--- src/rtl/addr_calcu_arb.sv ---
// Round-robin arbiter in front of a shared address-count datapath:
// count = address - (BASE - ptr) + b, computed one cycle after accept and held until taken.
module addr_calcu_arb #(
    parameter int                 DATA_W = 8,
    parameter int                 CNT_W  = 16,
    parameter logic [DATA_W-1:0]  BASE   = 8'h80
) (
    input  logic              clk,
    input  logic              rst,
    input  logic [DATA_W-1:0] address,
    input  logic [DATA_W-1:0] b,
    input  logic              req0_valid,
    input  logic [DATA_W-1:0] req0_ptr,
    output logic              req0_ready,
    input  logic              req1_valid,
    input  logic [DATA_W-1:0] req1_ptr,
    output logic              req1_ready,
    output logic              count_valid,
    output logic [CNT_W-1:0]  count,
    output logic              count_id,
    input  logic              count_ready
);

    typedef enum logic [1:0] {IDLE, CALC, DONE} state_t;

    state_t            state, state_nxt;
    logic              last_grant;
    logic              grant0, grant1, accept;
    logic [DATA_W-1:0] addr_p0, b_p0, ptr_p0;
    logic              id_p0;

    // Offset wraps in 8 bits; the final sum wraps in 16 bits with no saturation.
    function automatic logic [CNT_W-1:0] calc_count(input logic [DATA_W-1:0] a,
                                                    input logic [DATA_W-1:0] bb,
                                                    input logic [DATA_W-1:0] p);
        logic [DATA_W-1:0] off;
        off = BASE - p;
        return {{(CNT_W-DATA_W){1'b0}}, a} - {{(CNT_W-DATA_W){1'b0}}, off}
             + {{(CNT_W-DATA_W){1'b0}}, bb};
    endfunction

    // On a tie the requester that did not win last time gets the grant.
    assign grant0 = req0_valid & (~req1_valid | last_grant);
    assign grant1 = req1_valid & (~req0_valid | ~last_grant);
    assign accept = (state == IDLE) & (grant0 | grant1);

    assign count_valid = (state == DONE);

    always_comb begin
        state_nxt  = state;
        req0_ready = 1'b0;
        req1_ready = 1'b0;
        case (state)
            IDLE: begin
                req0_ready = grant0 & ~rst;
                req1_ready = grant1 & ~rst;
                if (grant0 | grant1)
                    state_nxt = CALC;
            end
            CALC: state_nxt = DONE;
            DONE: if (count_ready) state_nxt = IDLE;
            default: state_nxt = IDLE;
        endcase
    end

    // Stage p0: operand capture on the accept edge
    always_ff @(posedge clk) begin
        if (accept) begin
            addr_p0 <= address;
            b_p0    <= b;
            ptr_p0  <= grant1 ? req1_ptr : req0_ptr;
            id_p0   <= grant1;
        end
    end

    // Stage p1: registered result, held through DONE
    always_ff @(posedge clk or posedge rst) begin
        if (rst) begin
            state      <= IDLE;
            last_grant <= 1'b1;
            count      <= '0;
            count_id   <= 1'b0;
        end else begin
            state <= state_nxt;
            if (accept)
                last_grant <= grant1;
            if (state == CALC) begin
                count    <= calc_count(addr_p0, b_p0, ptr_p0);
                count_id <= id_p0;
            end
        end
    end

endmodule
--- config.mk ---
export PLATFORM = sky130hd
export DESIGN_NAME = addr_calcu_arb
export DESIGN_NICKNAME = d
export VERILOG_FILES = /design/src/rtl/addr_calcu_arb.sv
export SDC_FILE = /design/constraint.sdc
export NUM_CORES = 1
export LEC_CHECK = 0
export ABC_AREA = 1
export CORE_MARGIN = 2
export CORE_UTILIZATION = 49
export CTS_CLUSTER_SIZE = 8
export DETAILED_ROUTE_END_ITERATION = 16
export GPL_ROUTABILITY_DRIVEN = 0
export HOLD_SLACK_MARGIN = 0.1
export PLACE_DENSITY_LB_ADDON = 0.2
export SLEW_MARGIN = 0
export SYNTH_ARGS = -nofsm -noshare
export SYNTH_HDL_FRONTEND = slang
export SYNTH_SLANG_ARGS = --single-unit
--- constraint.sdc ---
create_clock -name clk -period 3.85 [get_ports clk]
set_input_delay 0.77 -clock clk [delete_from_list [all_inputs] [get_ports clk]]
set_output_delay 0.77 -clock clk [all_outputs]
set_load 0.005 [all_outputs]
==> impl_results.md <==
- Status: finished clean
- R2r startpoint: ptr_p0[0]
- Max IR drop VDD: 0.000517 V
- CP endpoint kind: flip-flop
- Crit path max fanout: 5
- N_diodes: 0
- DR pass1 iterations: 4
- Pin count of the biggest net entering global routing: 27
- Die X: 72.5 um
- Core Box Area: 4440 um^2
- Count of pins over their slew limit: 0
- Max-capacitance violation count: 0
- DRC: 0
- Unrepaired setup endpoints after global routing: no
- Fin. Hold Viols: 0
- Overflow after GRT: 0
- Post-DP HPWL: 3340 um
- Synth async-reset ratio: 0.359
- Routed WL: 4230 um
- Fraction of layout cells with a size suffix above 1: 0.0538
- Vias: 1,825
- HP Start: id_p0
- CP startpoint kind: flip-flop
- Library cells used by synthesis: 29
- Clk_lat worst skew: 0.30 ns
- Vias per inst: 4.96
- Fin Clk Skew: 0.00866 ns
- Ys Warns: 0
- Power Density: 988 nW/um^2
- Initial Util: 0.518
- Worst setup path category: flip-flop to flip-flop
- Boundary pin count: 57
- Seq cells post-synth: 39
- Setup TNS: 0 ns
- Syn Inst Count: 257
- Main synth FF type: edfxtp_1
- Initial antenna violation count: 0
- Minimum clock period: 3.07 ns
- CTS tree: built
- Clock sinks: 39
- Commonest non-fill, non-tap cell in the layout: nand2_1
- 1st-iter DRT viols: 118
- Post-route antenna net violation count: 0
- Fin crit share: 0.797
- Avg Inst Size Synth: 8.96 um^2
- Total setup buffers inserted after CTS: 0
- Leak: 0.00141 uW
- Most frequent cells in the layout: 89 x nand2_1, 56 x clkdlybuf4s50_1, 28 x inv_1
- WL per Instance: 11.5 um
- Mapped Area: 2300 um^2
- Vias in the first global route: 1,727
- Post-Syn Nets: 313
- Cts bufs inserted: 5
- Crit path from: ptr_p0[0]
- Die area: 5260 um^2
- Crit path DAT: 3.26 ns
- Nets: 371
- CTS Root Cell: clkbuf_8
- Headroom to the max-slew limit: 0.775
- Sequential element share of the synthesized area: 0.479
- IO Port Bufs: 56
- Max Fclk: 0.326 GHz
- Endpoints failing setup: 0
- Num rows: 24
- Clk pin slew, worst setup/hold paths: 0.08 ns
- Htree depth: 2
- CTS Buffer Depth: 2
- Total track usage: 0.182
- Hold crit path type: flip-flop to flip-flop
- CTS Hold Buffers Added: 0
- Slew @ Worst Pin: 0.337 ns
- First-pass GRT wire length: 7360 um
- Synth-to-Final Area Change: 30.7%
- PostCTS Resize Cnt: 0
- Number of synthesized flops with an enable pin: 25
- Worst path required time: 4.04 ns
- WHS: 0.463 ns
- Die Span Y: 72.5 um
- Fillcell total: 364
==> final cells by class <==
cell class / instances / area [um^2] / share of cell area
clock buffers: 6 / 82.6 / 0.0275
well taps: 52 / 65.1 / 0.0216
clock inverters: 2 / 38.8 / 0.0129
flip-flops and latches: 39 / 1100 / 0.366
inverters: 31 / 116 / 0.0387
multi-input cells: 180 / 1030 / 0.342
repair buffers: 58 / 576 / 0.191
==> metal layers <==
layer	vias to the layer above	routed length [um]	share of wire	GRT usage
li1	949	-	-	-
met3	5	316	0.075	0.0764
met5	-	0	0	0
met4	0	42	0.0099	0.0494
met2	55	2040	0.48	0.297
met1	816	1830	0.43	0.223
==> metrics by stage <==
stage | instances | cell area, um^2 | power [uW] | setup WS (ns) | utilization
4_1_cts | 368 | 3010 | 2990 | 0.774 | 0.677
3_3_place_gp | 360 | 2890 | 2560 | 0.837 | 0.649
2_1_floorplan | 257 | 2300 | 2130 | 1.15 | -
3_5_place_dp | 360 | 2890 | 2610 | 0.817 | 0.649
5_1_grt | 368 | 3010 | 3280 | 0.495 | 0.677
6_report | 368 | 3010 | 2970 | 0.781 | 0.677
==> worst paths after layout <==
check | end | slack [ns] | cells past startpoint
worst max-delay path | count[8] | 0.78 | 21
worst min register to register | count_id | 0.46 | 2
min in group asynchronous | state[0] | 0.75 | 3
worst min-delay path | count_id | 0.46 | 2
max in group asynchronous | last_grant | 2.86 | 3
worst max register to register | count[8] | 0.78 | 21
==> synthesized netlist by cell type, drive strengths merged, types with 3 or more instances <==
master	number	area (um^2)
nand3	17	85.1
o21ai	8	51.3
nand4	3	18.8
a21oi	10	50.1
inv	30	113
edfxtp	25	751
ha	17	213
buf	7	56.3
nor2	11	48.8
dfrtp	13	325
nand2	90	340
xnor2	4	35.0
xor2	9	78.8
==> flip-flops by register name (all words and copies together) (netlist names) <==
| signal | cells |
|---|---|
| state | 2 |
| ptr_p0 | 8 |
| b_p0 | 8 |
| count | 10 |
| count_id | 1 |
| id_p0 | 1 |
| last_grant | 1 |
| addr_p0 | 8 |
==> logic make-up (layout without fill, tap and decap cells) <==
| family | after synthesis | after routing | synth area share |
|---|---|---|---|
| AO/OA/AOI/OAI | 24 | 24 | 0.0630 |
| XOR/XNOR | 13 | 13 | 0.0495 |
| adder cells (fa/ha/maj) | 19 | 19 | 0.110 |
| buffers and inverters | 38 | 97 | 0.0750 |
| flip-flops | 39 | 39 | 0.479 |
| AND/OR/NAND/NOR | 124 | 124 | 0.224 |
==> critical path, cell delays in order (launching register included) <==
cell and delay, ns:
edfxtp_1 0.43, inv_1 0.08, ha_1 0.18, nand2_1 0.09, nor3_1 0.22, xor2_1 0.21
ha_1 0.31, a21o_1 0.18, a31oi_1 0.18, nand2_1 0.07, nand2_1 0.06, nand2_1 0.05
ha_1 0.33, nand2_1 0.09, inv_1 0.06, nand2_1 0.05, nand2_1 0.08, inv_1 0.04
nand2_1 0.06, nand2_1 0.05, nand3_1 0.09, nand2_1 0.05
==> where the power goes <==
group          total [uW]  internal (uW)  switching, uW
clock                 361            213            148
sequential            730            643           87.1
combinational        1880            808           1070
total                2970           1660           1310
Power figures use the tool's default switching activity.
